==> src/rtl/inst_fetch_pkg.sv <==
// inst_fetch_pkg
// Shared constants for the instruction-fetch block: FSM state encodings
// and the default build-time sizes.
// Optional feature macro for the block: INST_FETCH_PERF_EN.
package inst_fetch_pkg;

  localparam int IF_DATA_W_DEF     = 32;
  localparam int IF_FIFO_DEPTH_DEF = 4;
  localparam int IF_PTR_W_DEF      = 2;

  // IDLE: nothing in flight; WAIT: accepted read awaiting rvalid;
  // DROP: read flushed by a jump, still awaiting its (discarded) rvalid.
  typedef enum logic [1:0] {
    IF_IDLE = 2'b00,
    IF_WAIT = 2'b01,
    IF_DROP = 2'b10
  } if_state_e;

endpackage

==> src/rtl/inst_fetch_if.sv <==
// inst_fetch_if
// Bundles the instruction-memory read port and the decode handshake.
//   imem_req/imem_addr   : read request and address (fetch -> memory)
//   imem_ack             : request accepted (memory -> fetch)
//   imem_rvalid/rdata    : read response (memory -> fetch)
//   id_valid/inst/pc     : instruction to decode (fetch -> decode)
//   id_ready             : decode accepts (decode -> fetch)
// master = fetch unit side, slave = memory/decode side.
interface inst_fetch_if #(
  parameter int DATA_W = 32
);
  logic              imem_req;
  logic [DATA_W-1:0] imem_addr;
  logic              imem_ack;
  logic              imem_rvalid;
  logic [DATA_W-1:0] imem_rdata;
  logic              id_valid;
  logic [DATA_W-1:0] id_inst;
  logic [DATA_W-1:0] id_pc;
  logic              id_ready;

  modport master (
    output imem_req, imem_addr, id_valid, id_inst, id_pc,
    input  imem_ack, imem_rvalid, imem_rdata, id_ready
  );

  modport slave (
    input  imem_req, imem_addr, id_valid, id_inst, id_pc,
    output imem_ack, imem_rvalid, imem_rdata, id_ready
  );
endinterface

==> src/rtl/inst_fetch_fifo.sv <==
// fetch_fifo
// Synchronous FIFO holding {pc, instruction} pairs for the fetch unit.
// Ports:
//   clk, rst     : clock, asynchronous active-high reset
//   push, wdata  : write an entry (ignored when full)
//   pop          : drop the head entry (ignored when empty)
//   flush        : empty the FIFO at the next edge (wins over push/pop)
//   rdata        : head entry
//   count        : number of stored entries (0..DEPTH)
//   full, empty  : occupancy flags
module fetch_fifo #(
  parameter int WIDTH = 64,
  parameter int DEPTH = 4,
  parameter int PTR_W = 2
) (
  input  logic             clk,
  input  logic             rst,
  input  logic             push,
  input  logic [WIDTH-1:0] wdata,
  input  logic             pop,
  input  logic             flush,
  output logic [WIDTH-1:0] rdata,
  output logic [PTR_W:0]   count,
  output logic             full,
  output logic             empty
);

  localparam logic [PTR_W:0] FULL_CNT = (PTR_W + 1)'(DEPTH);

  logic [WIDTH-1:0] mem [DEPTH];
  logic [PTR_W-1:0] wr_ptr;
  logic [PTR_W-1:0] rd_ptr;
  logic             do_push;
  logic             do_pop;

  assign full    = (count == FULL_CNT);
  assign empty   = (count == '0);
  assign do_push = push & ~full;
  assign do_pop  = pop & ~empty;
  assign rdata   = mem[rd_ptr];

  // Storage is cleared on reset so the head reads zero before any push;
  // pointers wrap naturally because DEPTH is a power of two.
  always_ff @(posedge clk or posedge rst) begin
    if (rst) begin
      wr_ptr <= '0;
      rd_ptr <= '0;
      count  <= '0;
      for (int i = 0; i < DEPTH; i++) mem[i] <= '0;
    end else if (flush) begin
      wr_ptr <= '0;
      rd_ptr <= '0;
      count  <= '0;
    end else begin
      if (do_push) begin
        mem[wr_ptr] <= wdata;
        wr_ptr      <= wr_ptr + 1'b1;
      end
      if (do_pop) rd_ptr <= rd_ptr + 1'b1;
      case ({do_push, do_pop})
        2'b10:   count <= count + 1'b1;
        2'b01:   count <= count - 1'b1;
        default: count <= count;
      endcase
    end
  end

endmodule

==> src/rtl/inst_fetch.sv <==
// inst_fetch
// Instruction-fetch reader: issues single-outstanding reads at the current
// pc, buffers returned words with their pc and hands them to decode.
// Optional feature macro: INST_FETCH_PERF_EN (adds perf counters).
// Ports:
//   clk, rst        : clock, asynchronous active-high reset
//   pc              : current fetch address from the program counter
//   jump_reg        : redirect this cycle (flushes buffered/in-flight work)
//   jump_addr       : redirect target, carried by the next pc (not used here)
//   pc_stall        : hold the pc this cycle
//   bus             : imem read port + decode handshake (master side)
//   perf_stall_cnt  : [perf] cycles with pc_stall & ~jump_reg (saturating)
//   perf_flush_cnt  : [perf] jump_reg cycles (saturating)
module inst_fetch
  import inst_fetch_pkg::*;
#(
  parameter int DATA_W     = IF_DATA_W_DEF,
  parameter int FIFO_DEPTH = IF_FIFO_DEPTH_DEF,
  parameter int PTR_W      = IF_PTR_W_DEF
) (
  input  logic              clk,
  input  logic              rst,
  input  logic [DATA_W-1:0] pc,
  input  logic              jump_reg,
  input  logic [DATA_W-1:0] jump_addr,
  output logic              pc_stall,
  inst_fetch_if.master      bus
`ifdef INST_FETCH_PERF_EN
  ,
  output logic [31:0]       perf_stall_cnt,
  output logic [15:0]       perf_flush_cnt
`endif
);

  localparam logic [PTR_W+1:0] DEPTH_C = (PTR_W + 2)'(FIFO_DEPTH);

  if_state_e           state;
  logic [DATA_W-1:0]   req_pc;
  logic [PTR_W:0]      count;
  logic                fifo_full;
  logic                fifo_empty;
  logic                push;
  logic                pop;
  logic [2*DATA_W-1:0] head;
  logic [PTR_W+1:0]    used;
  logic                issue;
  logic                accept;
  logic                unused_inputs;

  // Slots already spoken for: buffered entries plus the one in flight.
  // Reserving a slot for the in-flight read is what makes overflow impossible.
  assign used   = {1'b0, count} + (PTR_W + 2)'(state == IF_WAIT);
  assign issue  = ~rst & (state == IF_IDLE) & (used < DEPTH_C) & ~jump_reg;
  assign accept = issue & bus.imem_ack;

  assign bus.imem_req  = issue;
  assign bus.imem_addr = rst ? '0 : ((state == IF_IDLE) ? pc : req_pc);
  assign pc_stall      = ~accept;

  // A response is only kept when it belongs to a live request.
  assign push = (state == IF_WAIT) & bus.imem_rvalid & ~jump_reg;

  // Decode never sees an entry in a jump cycle, so no pop happens then.
  assign bus.id_valid = ~fifo_empty & ~jump_reg;
  assign pop          = bus.id_valid & bus.id_ready;
  assign bus.id_pc    = head[2*DATA_W-1:DATA_W];
  assign bus.id_inst  = head[DATA_W-1:0];

  // jump_addr reaches us through pc; full is covered by the credit check.
  assign unused_inputs = ^{jump_addr, fifo_full};

  fetch_fifo #(
    .WIDTH (2 * DATA_W),
    .DEPTH (FIFO_DEPTH),
    .PTR_W (PTR_W)
  ) u_fifo (
    .clk   (clk),
    .rst   (rst),
    .push  (push),
    .wdata ({req_pc, bus.imem_rdata}),
    .pop   (pop),
    .flush (jump_reg),
    .rdata (head),
    .count (count),
    .full  (fifo_full),
    .empty (fifo_empty)
  );

  // Request tracker. A jump during WAIT without data moves to DROP so the
  // stale response is swallowed; a jump with data goes straight to IDLE.
  // rvalid in IDLE is a protocol error and is ignored.
  always_ff @(posedge clk or posedge rst) begin
    if (rst) begin
      state  <= IF_IDLE;
      req_pc <= '0;
    end else begin
      case (state)
        IF_IDLE: begin
          if (accept) begin
            req_pc <= pc;
            state  <= IF_WAIT;
          end
        end
        IF_WAIT: begin
          if (jump_reg)              state <= bus.imem_rvalid ? IF_IDLE : IF_DROP;
          else if (bus.imem_rvalid)  state <= IF_IDLE;
        end
        IF_DROP: begin
          if (bus.imem_rvalid) state <= IF_IDLE;
        end
        default: state <= IF_IDLE;
      endcase
    end
  end

`ifdef INST_FETCH_PERF_EN
  // Saturating event counters.
  always_ff @(posedge clk or posedge rst) begin
    if (rst) begin
      perf_stall_cnt <= '0;
      perf_flush_cnt <= '0;
    end else begin
      if (pc_stall & ~jump_reg & ~&perf_stall_cnt)
        perf_stall_cnt <= perf_stall_cnt + 1'b1;
      if (jump_reg & ~&perf_flush_cnt)
        perf_flush_cnt <= perf_flush_cnt + 1'b1;
    end
  end
`endif

endmodule

==> src/flat_wrapper.sv <==
// flat-port wrapper written by rule: the top's interface ports become plain ports
module inst_fetch_flat import inst_fetch_pkg::*;
#(
  parameter int DATA_W     = IF_DATA_W_DEF,
  parameter int FIFO_DEPTH = IF_FIFO_DEPTH_DEF,
  parameter int PTR_W      = IF_PTR_W_DEF
)
  (clk, rst, pc, jump_reg, jump_addr, pc_stall, bus_imem_req, bus_imem_addr, bus_id_valid, bus_id_inst, bus_id_pc, bus_imem_ack, bus_imem_rvalid, bus_imem_rdata, bus_id_ready);
  inst_fetch_if #(.DATA_W(DATA_W)) bus_i ();
  input  logic clk;
  input  logic rst;
  input  logic [DATA_W-1:0] pc;
  input  logic jump_reg;
  input  logic [DATA_W-1:0] jump_addr;
  output logic pc_stall;
  output wire logic [$bits(bus_i.imem_req)-1:0] bus_imem_req;
  output wire logic [$bits(bus_i.imem_addr)-1:0] bus_imem_addr;
  output wire logic [$bits(bus_i.id_valid)-1:0] bus_id_valid;
  output wire logic [$bits(bus_i.id_inst)-1:0] bus_id_inst;
  output wire logic [$bits(bus_i.id_pc)-1:0] bus_id_pc;
  input wire logic [$bits(bus_i.imem_ack)-1:0] bus_imem_ack;
  input wire logic [$bits(bus_i.imem_rvalid)-1:0] bus_imem_rvalid;
  input wire logic [$bits(bus_i.imem_rdata)-1:0] bus_imem_rdata;
  input wire logic [$bits(bus_i.id_ready)-1:0] bus_id_ready;
  assign bus_imem_req = bus_i.imem_req;
  assign bus_imem_addr = bus_i.imem_addr;
  assign bus_id_valid = bus_i.id_valid;
  assign bus_id_inst = bus_i.id_inst;
  assign bus_id_pc = bus_i.id_pc;
  assign bus_i.imem_ack = bus_imem_ack;
  assign bus_i.imem_rvalid = bus_imem_rvalid;
  assign bus_i.imem_rdata = bus_imem_rdata;
  assign bus_i.id_ready = bus_id_ready;
  inst_fetch #(.DATA_W(DATA_W), .FIFO_DEPTH(FIFO_DEPTH), .PTR_W(PTR_W)) u_core (.clk(clk), .rst(rst), .pc(pc), .jump_reg(jump_reg), .jump_addr(jump_addr), .pc_stall(pc_stall), .bus(bus_i));
endmodule
==> config.mk <==
export PLATFORM = sky130hd
export DESIGN_NAME = inst_fetch_flat
export DESIGN_NICKNAME = d
export VERILOG_FILES = /design/src/rtl/inst_fetch_pkg.sv /design/src/rtl/inst_fetch_if.sv /design/src/rtl/inst_fetch_fifo.sv /design/src/rtl/inst_fetch.sv /design/src/flat_wrapper.sv
export SDC_FILE = /design/constraint.sdc
export NUM_CORES = 1
export LEC_CHECK = 0
export BUFFER_PORTS_ARGS = -buffer_cell sky130_fd_sc_hd__clkbuf_2
export CAP_MARGIN = 20
export CORE_MARGIN = 2
export CORE_UTILIZATION = 60
export DETAILED_ROUTE_END_ITERATION = 10
export HOLD_SLACK_MARGIN = 0.06
export PLACE_DENSITY = 0.79
export SLEW_MARGIN = 20
export SYNTH_ARGS = -nofsm -noshare
export SYNTH_HDL_FRONTEND = slang
export SYNTH_SLANG_ARGS = --single-unit
==> constraint.sdc <==
create_clock -name clk -period 24.4 [get_ports clk]
set_clock_uncertainty 0.05 [all_clocks]
set_input_delay 4.88 -clock clk [delete_from_list [all_inputs] [get_ports clk]]
set_output_delay 4.88 -clock clk [all_outputs]
set_load 0.02 [all_outputs]
==> key figures, run 1 <==
Global route
  • Total Routing Usage GR: 23.0%
  • Vias in the first global route: 8259
  • First-pass GRT wire length: 43.4 mm
  • Pin count of the biggest net entering global routing: 150
  • Initial antenna violation count: 0
  • Grt ovf: 0

Pwr
  • Peak supply drop: approximately 0.065 mV
  • Sw Ratio: 28.5%
  • Internal power: between 900 and 1000 uW
  • Psw: 386 uW
  • Power after layout: between 1000 and 1500 uW
  • Comb power frac: 22.1%
  • Pwr/cell area: 89.0 nW/um^2
  • Leakage: 0.00755 uW
  • Clock power frac: approximately a third
  • Seq pwr share: 45.2%

Floorplan
  • Rows: 54
  • Io pins: approximately 200
  • Core ar.: 21800 um^2
  • Initial core utilization: 60.9%
  • Die area: 23300 um^2
  • Die X: 153 um
  • Die height: 153 um

Yosys
  • Area contributors post-synth: dfrtp_1 56%, mux2_2 23%, mux4_2 11%
  • Largest family of logic cells by synthesized area: multiplexers
  • Synthesis Warnings: 0
  • Area leader, netlist: dfrtp_1
  • Post-synth top area share: 56.1%
  • Seq/Total Area, Yosys: 56.1%
  • Mux share of post-synthesis cell area: 35.4%
  • Synth unique cells: 34
  • Post-synthesis compound-gate area fraction: 2.25%
  • Avg Cell Area, Syn: 15.2 um^2
  • Cells after Synth: between 800 and 900
  • Synth Cell Area: 13200 um^2
  • Xor and xnor area share after synthesis: less than 1%
  • Synthesized flop and latch total: 297
  • Simple-gate area share of the yosys netlist: approximately 3.5%
  • Mapped Nets: between 900 and 1000
  • Adder and majority cell fraction of the synthesized area: 0.529%

Critical path
  • Crit path DAT: 6.29 ns
  • Worst setup path class: in2out
  • Worst-path fanout max: 35
  • Crit path capture type: output pin
  • CP required: about 19 ns
  • Startpoint class of the critical path: input port

STA
  • Setup Viol. Count Final: 0
  • Fin crit share: 46.0%
  • Worst-margin pin slew: 1.09 ns
  • Post-route setup slack: around 13 ns
  • Fin crit period: roughly 11 ns
  • Final hold vios: 0
  • Hold_ws: 0.434 ns
  • Fin. max-slew vios: 0
  • Sum of negative setup slack: 0 ns
  • Rel. slew slack: 27.4%
  • RSZ-0062 raised after global routing: no
  • Fmax: 89.1 MHz

Final layout
  • Area grow syn2layout: 15.0%
  • # nets final: 1128
  • Fillcell total: 1519
  • Fin util: 70.0%
  • Share of cells above drive strength 1: 54.0%
  • Antenna Cells: 0

Clock tree
  • Inserted Clock Buffers: 29
  • Bufs on Longest Clock Path: 3
  • Clock-pin transition on the worst setup and hold timing paths: 0.06 ns
  • CTS tree: built
  • H-tree Lvls: 1
  • CTS hold repair buffers: 0
  • Post-CTS setup buffer count: 0
  • Clk sinks: 297
  • Post-cts sizing count: 0
  • Latest clock arrival within the worst-skew pair: 0.53 ns
  • Clock Tree Root: clkbuf_16

Drt
  • Pre-antenna DRT Iters: 4
  • Vias: 7814
  • # DRC: 0
  • Wire per inst: 19.8 um
  • Remaining antenna violation count: 0
  • Via density per instance: 5.92
  • Drt total wl: 26.2 mm
  • Initial drt markers: 410

Flow run
  • Max Cap Viol: 0

Min path
  • Tightest Hold Check Type: reg2reg

Placement
  • Setup Slack @ Placement: 13.20 ns
  • Routability congestion estimate from global placement: 0.772
  • DPL Wire Length: 15.1 mm
  • PortBufs: 168

Status
  • Outcome: finished clean
## sequential cells by signal, summed over array words and instances (netlist names)
| name | count |
|---|---|
| u_core.req_pc | 32 |
| u_core.state | 2 |
| u_core.u_fifo.count | 3 |
| u_core.u_fifo.mem | 256 |
| u_core.u_fifo.rd_ptr | 2 |
| u_core.u_fifo.wr_ptr | 2 |
## cell usage after synthesis
cell type  count
nor4b_1        1
o22a_1         1
nand2_1       70
o31ai_1        1
o21bai_1       1
a21oi_1       35
o2bb2ai_1      1
nor4_1         1
or2_2          2
o21ai_0        6
nand4bb_1      1
nor3b_1        1
nand3_1        1
mux2_2       266
inv_1          5
nand2b_1       5
nand3b_1       2
mux4_2        64
buf_1          3
dfrtp_1      297
nor2_1         9
nand4_1        2
o221ai_1       2
nor3_1         2
fa_1           1
xor2_1         3
a31oi_1        3
mux2_1        22
buf_2         31
nand2_4        4
ha_1           4
clkbuf_1      22
o21a_1         1
a21oi_4        1
## final cells by class
cell class                      instances  area (um^2)  area share [%]
Clock inverter                         11          133           0.871
Clock buffer                           39          823            5.41
Tap cell                              280          350            2.30
Sequential cell                       297         7440            48.9
Timing Repair Buffer                  175          913            6.00
Inverter                                5         26.3           0.173
Multi-Input combinational cell        513         5540            36.4
## worst paths after layout
kind                                       start                      to  slack [ns]  depth (start not counted)
max                                          rst                pc_stall       13.18                          6
min                        u_core.u_fifo.mem[35]   u_core.u_fifo.mem[35]        0.43                          1
max reg2reg                      u_core.state[1]  u_core.u_fifo.mem[233]       21.49                          4
min reg2reg                u_core.u_fifo.mem[35]   u_core.u_fifo.mem[35]        0.43                          1
max in group asynchronous                    rst   u_core.u_fifo.mem[63]       17.03                          6
min in group asynchronous                    rst  u_core.u_fifo.mem[251]        4.66                          3
## layout by cell type (no fill, tap or decap), types with 2 or more instances in the layout
cell type	count
a21oi_1	35
a31oi_1	3
buf_4	6
bufinv_16	3
clkbuf_1	4
clkbuf_16	29
clkbuf_2	168
clkbuf_8	6
clkinv_2	7
dfrtp_1	295
dfrtp_4	2
ha_1	4
inv_1	4
mux2_1	22
mux2_2	266
mux4_2	64
nand2_1	70
nand2_4	4
nand2b_1	5
nand3b_1	2
nand4_1	2
nor2_1	8
nor3_1	2
o21ai_0	6
o221ai_1	2
or2_2	2
xor2_1	3
## per-layer routing
metal | global-route usage, % | share of wire (%) | vias to the layer above
li1 | - | - | 3492
met1 | 32.1 | 45 | 4122
met2 | 39.0 | 49 | 162
met3 | 3.27 | 4.1 | 38
met4 | 5.42 | 2.1 | 0
met5 | 0 | 0 | -
## worst max-delay path, cell delays in order
cell	delay [ns]
clkbuf_2	0.08
buf_4	0.42
nor4b_1	0.12
nand2_1	0.09
buf_4	0.43
clkbuf_2	0.26
## cells by family (layout without fill, tap and decap cells)
family | Yosys count | in the layout
AND/OR/NAND/NOR | 101 | 101
multiplexers | 352 | 352
adder cells (fa/ha/maj) | 5 | 5
buffers and inverters | 61 | 230
AO/OA/AOI/OAI | 52 | 52
flip-flops | 297 | 297
XOR/XNOR | 3 | 3
## power groups by stage
stage               clock network, uW  logic (uW)  registers [uW]
CTS                               456         302             612
floorplan                           0         223             598
global placement                    0         296             616
global route                      474         322             622
detailed placement                  0         302             621
finish                            444         299             612
## stage by stage
stage / instance area (um^2) / cells
floorplan: 13200 / 871
global placement: 14200 / 1269
detailed placement: 14200 / 1269
CTS: 15200 / 1319
global route: 15200 / 1320
finish: 15200 / 1320
(Power assumes the default switching activity.)
==> run 2, diff against run 1 <==
- CORE_UTILIZATION: 60 -> 57
- PLACE_DENSITY: 0.79 -> 0.76
- clock period: 24.4 -> 11.6 ns (I/O delays scaled with it)
==> run 2 against run 1 <==
Net effect:
- final cell count grew 0.61%
- critical path type unchanged
- flip-flop and latch count is the same
- count of clock-buffer cells in the layout grew 6
- power grew 110%
- clock power grew 110%
- core utilization shrank 2.9 points
- first-iteration DRC count shrank 15%
- sequential power grew 110%
- wire length shrank 0.46%
- hold slack gained 0.0022 ns
- combinational power grew 110%
==> key figures, run 2 (synthesis gave the netlist of run 1 again) <==
Status
  • Outcome: finished clean

Global route
  • Total Routing Usage GR: 22.0% (-0.95 points)
  • GRT Max-Usage Layer: met2
  • First-pass GRT wire length: 42.8 mm (-1.4%)
  • Grt ovf: 0 (unchanged)
  • Pin count of the biggest net entering global routing: 139 (-7.3%)
  • Vias in the first global route: 7996 (-3.2%)
  • Met2 Use GR: 37.2% (-1.8 points)
  • Met3 Usage GRT: 4.26% (+0.99 points)
  • GR Util met1: 30.4% (-1.8 points)
  • Initial antenna violation count: 0 (unchanged)

Placement
  • DPL Wire Length: 14.8 mm (-2.5%)
  • Routability congestion estimate from global placement: 0.719 (-6.9%)
  • PortBufs: 168 (unchanged)
  • Setup Slack @ Placement: 5.78 ns (-7.42 ns)

STA
  • Setup Viol. Count Final: 0 (unchanged)
  • Rel. slew slack: 28.6% (+1.3 points)
  • Hold_ws: 0.436 ns (+0.00220 ns)
  • Worst-margin pin slew: 1.07 ns (-0.0191 ns)
  • Fmax: around 170 MHz
  • Fin crit period: 5.83 ns
  • Post-route setup slack: 5.77 ns (-7.41 ns)
  • RSZ-0062 raised after global routing: no
  • Final hold vios: 0 (unchanged)
  • Fin. max-slew vios: 0 (unchanged)
  • Sum of negative setup slack: 0 ns (unchanged)
  • Fin crit share: 50.2%

Final layout
  • Commonest cells after routing, fill and taps aside: 295 x dfrtp_1, 266 x mux2_2, 168 x clkbuf_2
  • Biggest regs: u_core.u_fifo.mem x256, u_core.req_pc x32, u_core.u_fifo.count x3
  • Area grow syn2layout: 15.0% (about the same)
  • Antenna Cells: 0 (unchanged)
  • Fillcell total: 1651 (+8.7%)
  • Most common cell after layout, fill and taps aside: dfrtp_1
  • Largest register FFs: 256 (unchanged)
  • Share of cells above drive strength 1: 54.0% (-0.060 points)
  • Fin util: 67.1% (-2.9 points)
  • Reg with most FFs: u_core.u_fifo.mem
  • # nets final: 1129 (+0.089%)

Floorplan
  • Die area: 24500 um^2 (+5.1%)
  • Initial core utilization: 58.3% (-2.6 points)
  • Rows: 55 (+1.9%)
  • Core ar.: 22700 um^2 (+4.4%)
  • Io pins: 201 (unchanged)
  • Die X: 156 um (+2.5%)
  • Die height: 156 um (+2.5%)

Drt
  • Wire per inst: 19.6 um (-1.1%)
  • Remaining antenna violation count: 0 (unchanged)
  • # DRC: 0 (unchanged)
  • Pre-antenna DRT Iters: 4 (unchanged)
  • Via density per instance: 5.77 (-2.5%)
  • Initial drt markers: 350 (-15%)
  • Drt total wl: 26.1 mm (-0.46%)
  • Vias: 7666 (-1.9%)

Critical path
  • Worst-path fanout max: 35 (unchanged)
  • Startpoint class of the critical path: input port
  • Crit path DAT: 3.46 ns (-2.83 ns)
  • Worst setup path class: in2out
  • Critical path's most frequent cell: clkbuf_2
  • Crit path capture type: output pin
  • Worst path slowest cell: nor4b_1
  • Max stage delay on crit path: 0.41 ns (-0.02 ns)
  • R2R depth: 4 (unchanged)
  • CP required: 9.23 ns (-10.24 ns)
  • Cells along the critical path: clkbuf_2 -> buf_4 -> nor4b_1 -> nand2_2 -> clkbuf_2

Pwr
  • Peak supply drop: 0.117 mV (+79%)
  • Pwr/cell area: 187 nW/um^2 (+110%)
  • Leakage: 0.00754 uW (about the same)

Flow run
  • Max Cap Viol: 0 (unchanged)

Min path
  • Hold depth: 1 (unchanged)
  • Tightest Hold Check Type: reg2reg

Clock tree
  • Bufs on Longest Clock Path: 3 (unchanged)
  • Inserted Clock Buffers: 31 (+6.9%)
  • Clock-pin transition on the worst setup and hold timing paths: 0.06 ns (about the same)
  • Latest clock arrival within the worst-skew pair: 0.54 ns (about the same)
  • H-tree Lvls: 1 (unchanged)
  • Clk sinks: 297 (unchanged)
  • CTS tree: built
  • Post-CTS setup buffer count: 0 (unchanged)
  • Post-cts sizing count: 0 (unchanged)
  • Clock Tree Root: clkbuf_16
  • CTS hold repair buffers: 0 (unchanged)
[run 2: changes by cell type in the layout (fill, tap and decap cells not counted)]
| cell | previous run | this run |
|---|---|---|
| nand2_2 | 0 | 1 |
| buf_16 | 1 | 0 |
| bufinv_16 | 3 | 1 |
| clkinvlp_4 | 1 | 2 |
| buf_4 | 6 | 5 |
| nand2_1 | 70 | 69 |
| clkbuf_1 | 4 | 7 |
| clkbuf_16 | 29 | 31 |
| clkinv_2 | 7 | 6 |
| clkbuf_8 | 6 | 7 |
| buf_6 | 0 | 1 |
[run 2: through the flow]
stage               total power [uW]  cell area [um^2]  std cells
finish                          2860             15200       1328
global route                    3000             15200       1328
CTS                             2890             15200       1328
detailed placement              1940             14300       1274
global placement                1920             14300       1274
floorplan                       1730             13200        871
[run 2: final cells by class]
cell class                      instances  area [um^2]  area share [%]
Tap cell                              285          357            2.34
Clock buffer                           45          898            5.90
Inverter                                5         26.3           0.173
Sequential cell                       297         7440            48.8
Timing Repair Buffer                  174          890            5.84
Multi-Input combinational cell        513         5550            36.4
Clock inverter                          9         75.1           0.493
[run 2: where the power goes]
part / switching [uW] / leakage, uW / internal (uW)
registers: 108 / 0.00397 / 1180
clock network: 387 / 0.000479 / 554
logic: 327 / 0.00309 / 302
total: 822 / 0.00754 / 2030
[run 2: worst max-delay path, delay by kind of cell]
kind	cells	cell delay, ns
buffers and inverters	3	0.54
AND/OR/NAND/NOR	2	0.58
[run 2: final timing paths]
check / from / end / slack (ns)
setup / recovery: rst / pc_stall / 5.77
min in group asynchronous: rst / u_core.u_fifo.mem[175] / 2.25
hold reg to reg: u_core.u_fifo.mem[35] / u_core.u_fifo.mem[35] / 0.44
setup reg to reg: u_core.state[1] / u_core.u_fifo.mem[122] / 8.67
hold / removal: u_core.u_fifo.mem[35] / u_core.u_fifo.mem[35] / 0.44
max in group asynchronous: rst / u_core.req_pc[7] / 7.75
[run 2: layer usage]
metal / vias up / part of all wire [%] / wire (um)
met1: 3993 / 44 / 11500
li1: 3492 / - / -
met4: 0 / 1.1 / 297
met5: - / 0 / 0
met2: 158 / 50 / 12900
met3: 23 / 5.3 / 1380
==> run 3, diff against run 2 <==
- CORE_UTILIZATION: 57 -> 52
- PLACE_DENSITY: 0.76 -> 0.73
- clock period: 11.6 -> 5.3 ns (I/O delays scaled with it)
==> run 3 against run 2 <==
Net effect:
- global-route usage shrank 1.1 points
- die area increased by 9.4%
- design area increased by 1.4%
- count of clock-buffer cells in the layout is 11 higher
- critical path depth down 2
- worst setup slack worse by 4.0 ns
- wire length rose by 3.3%
- non-clock buffer count rose by 1
- largest power group unchanged
- largest cell class unchanged
- core utilization down 5.5 points
==> key figures, run 3 (synthesis gave the netlist of run 1 again) <==
Global route
  • Pin count of the biggest net entering global routing: 98 (-29%)
  • Initial antenna violation count: 0 (unchanged)
  • Grt ovf: 0 (unchanged)
  • Vias in the first global route: 8172 (+2.2%)
  • First-pass GRT wire length: 43.6 mm (+2.0%)
  • Total Routing Usage GR: 20.9% (-1.1 points)

STA
  • Rel. slew slack: 28.1% (-0.50 points)
  • Fin. max-slew vios: 0 (unchanged)
  • Worst-margin pin slew: 1.08 ns (+0.00647 ns)
  • Setup Viol. Count Final: 0 (unchanged)
  • Final hold vios: 0 (unchanged)
  • RSZ-0062 raised after global routing: no
  • Fin crit period: 3.57 ns
  • Fmax: 280 MHz
  • Fin crit share: 67.4%

Clock tree
  • Clock Tree Root: clkbuf_16
  • CTS hold repair buffers: 0 (unchanged)
  • Latest clock arrival within the worst-skew pair: 0.50 ns (-0.04 ns)
  • H-tree Lvls: 2 (+1)
  • Clk sinks: 297 (unchanged)
  • CTS tree: built
  • Bufs on Longest Clock Path: 3 (unchanged)
  • Post-CTS setup buffer count: 0 (unchanged)
  • Post-cts sizing count: 0 (unchanged)
  • Clock-pin transition on the worst setup and hold timing paths: 0.05 ns (about the same)
  • Inserted Clock Buffers: 34 (+9.7%)

Min path
  • Hold EP: u_core.u_fifo.mem[224]
  • Tightest Hold Check Type: reg2reg
  • Hold depth: 1 (unchanged)
  • Min-delay src: u_core.u_fifo.mem[224]

Critical path
  • FF-to-FF setup slack: 2.41 ns (-6.26 ns)
  • Reg2reg start: u_core.state[1]
  • Crit path capture type: output pin
  • R2R depth: 4 (unchanged)
  • Worst r2r dst: u_core.u_fifo.mem[34]
  • Worst setup path class: reg2out
  • Startpoint class of the critical path: flop
  • Crit path DAT: 2.46 ns (-1.00 ns)
  • Worst-path fanout max: 41 (+17%)
  • Critical path startpoint: u_core.u_fifo.rd_ptr[0]
  • CP required: 4.19 ns (-5.04 ns)

Drt
  • Vias: 7797 (+1.7%)
  • Remaining antenna violation count: 0 (unchanged)
  • Via density per instance: 5.65 (-2.1%)
  • Drt total wl: 27.0 mm (+3.3%)
  • Wire per inst: 19.5 um (-0.55%)
  • Initial drt markers: 414 (+18%)
  • # DRC: 0 (unchanged)
  • Pre-antenna DRT Iters: 4 (unchanged)

Final layout
  • Fin util: 61.5% (-5.5 points)
  • Area grow syn2layout: 16.7%
  • Fin area: 15500 um^2 (+1.4%)
  • Commonest cells after routing, fill and taps aside: 295 x dfrtp_1, 266 x mux2_2, 168 x clkbuf_2
  • Share of cells above drive strength 1: 53.8% (-0.17 points)
  • Largest register FFs: 256 (unchanged)
  • Most common cell after layout, fill and taps aside: dfrtp_1
  • Fin cells: 1380 (+3.9%)
  • # nets final: 1133 (+0.35%)
  • Biggest regs: u_core.u_fifo.mem x256, u_core.req_pc x32, u_core.u_fifo.count x3
  • Antenna Cells: 0 (unchanged)
  • Reg with most FFs: u_core.u_fifo.mem

Placement
  • Placed Cells: 1320 (+3.6%)
  • Area post-placement: 14400 um^2 (+0.77%)
  • PortBufs: 168 (unchanged)
  • Routability congestion estimate from global placement: 0.766 (+6.6%)
  • DPL Wire Length: 15.6 mm (+5.6%)

Floorplan
  • Io pins: 201 (unchanged)
  • Initial core utilization: 52.7% (-5.6 points)
  • Die X: 164 um (+4.6%)
  • Core ar.: 25100 um^2 (+11%)
  • Rows: 58 (+5.5%)
  • Die area: 26800 um^2 (+9.4%)
  • Die height: 164 um (+4.6%)

Pwr
  • Peak supply drop: 0.295 mV (+150%)
  • Internal power: 4610 uW (+130%)
  • Leakage: 0.00761 uW (+0.95%)
  • Clock power frac: 34.7% (+1.8 points)
  • Power after layout: 6440 uW (+130%)
  • Pwr/cell area: 417 nW/um^2 (+120%)
  • Comb power frac: 21.6% (-0.4 points)
  • Sw Ratio: 28.4% (-0.44 points)
  • Psw: 1830 uW (+120%)
  • Seq pwr share: 43.8% (-1.2 points)

Status
  • Outcome: finished clean

Flow run
  • Max Cap Viol: 0 (unchanged)
[run 3: how the worst max path moves through the flow]
stage,cells after the start,slack (ns),endpoint
after floorplan,3,-0.09,u_core.req_pc[0]
after global placement,5,1.54,u_core.u_fifo.mem[122]
after detailed placement,5,1.47,u_core.u_fifo.mem[122]
after CTS,3,1.63,bus_id_pc[30]
after global routing,3,1.54,bus_id_pc[30]
final,3,1.73,bus_id_pc[12]
[run 3: power groups by stage]
stage | clock network, uW | registers (uW) | logic (uW)
2_1_floorplan | 0 | 2750 | 1030
3_3_place_gp | 0 | 2840 | 1380
3_5_place_dp | 0 | 2850 | 1410
4_1_cts | 2290 | 2820 | 1410
5_1_grt | 2400 | 2870 | 1500
6_report | 2230 | 2820 | 1390
[run 3: cell type report]
type | count | area, um^2
Clock buffer | 56 | 1070
Clock inverter | 4 | 20.0
Fill cell | 1937 | 9660
Inverter | 5 | 22.5
Multi-Input combinational cell | 513 | 5550
Sequential cell | 297 | 7440
Tap cell | 330 | 413
Timing Repair Buffer | 175 | 943
[run 3: layer usage]
layer	track usage, %	up-vias	routed length [um]
met3	4.65	46	1500
met4	5.66	0	548
met2	35.1	192	13100
met5	0	-	0
li1	-	3511	-
met1	27.7	4048	11800
[run 3: critical path: stages (launching register included)]
cell      delay (ns)
dfrtp_4         0.79
buf_12          0.39
mux4_2          0.56
clkbuf_2        0.19
[run 3: through the flow]
stage	hold WS (ns)	TNS [ns]	setup slack [ns]
detailed placement	0.430	0	1.47
CTS	0.443	0	1.63
global placement	0.418	0	1.54
floorplan	0.409	-25.50	-0.0859
finish	0.437	0	1.73
global route	0.455	0	1.54
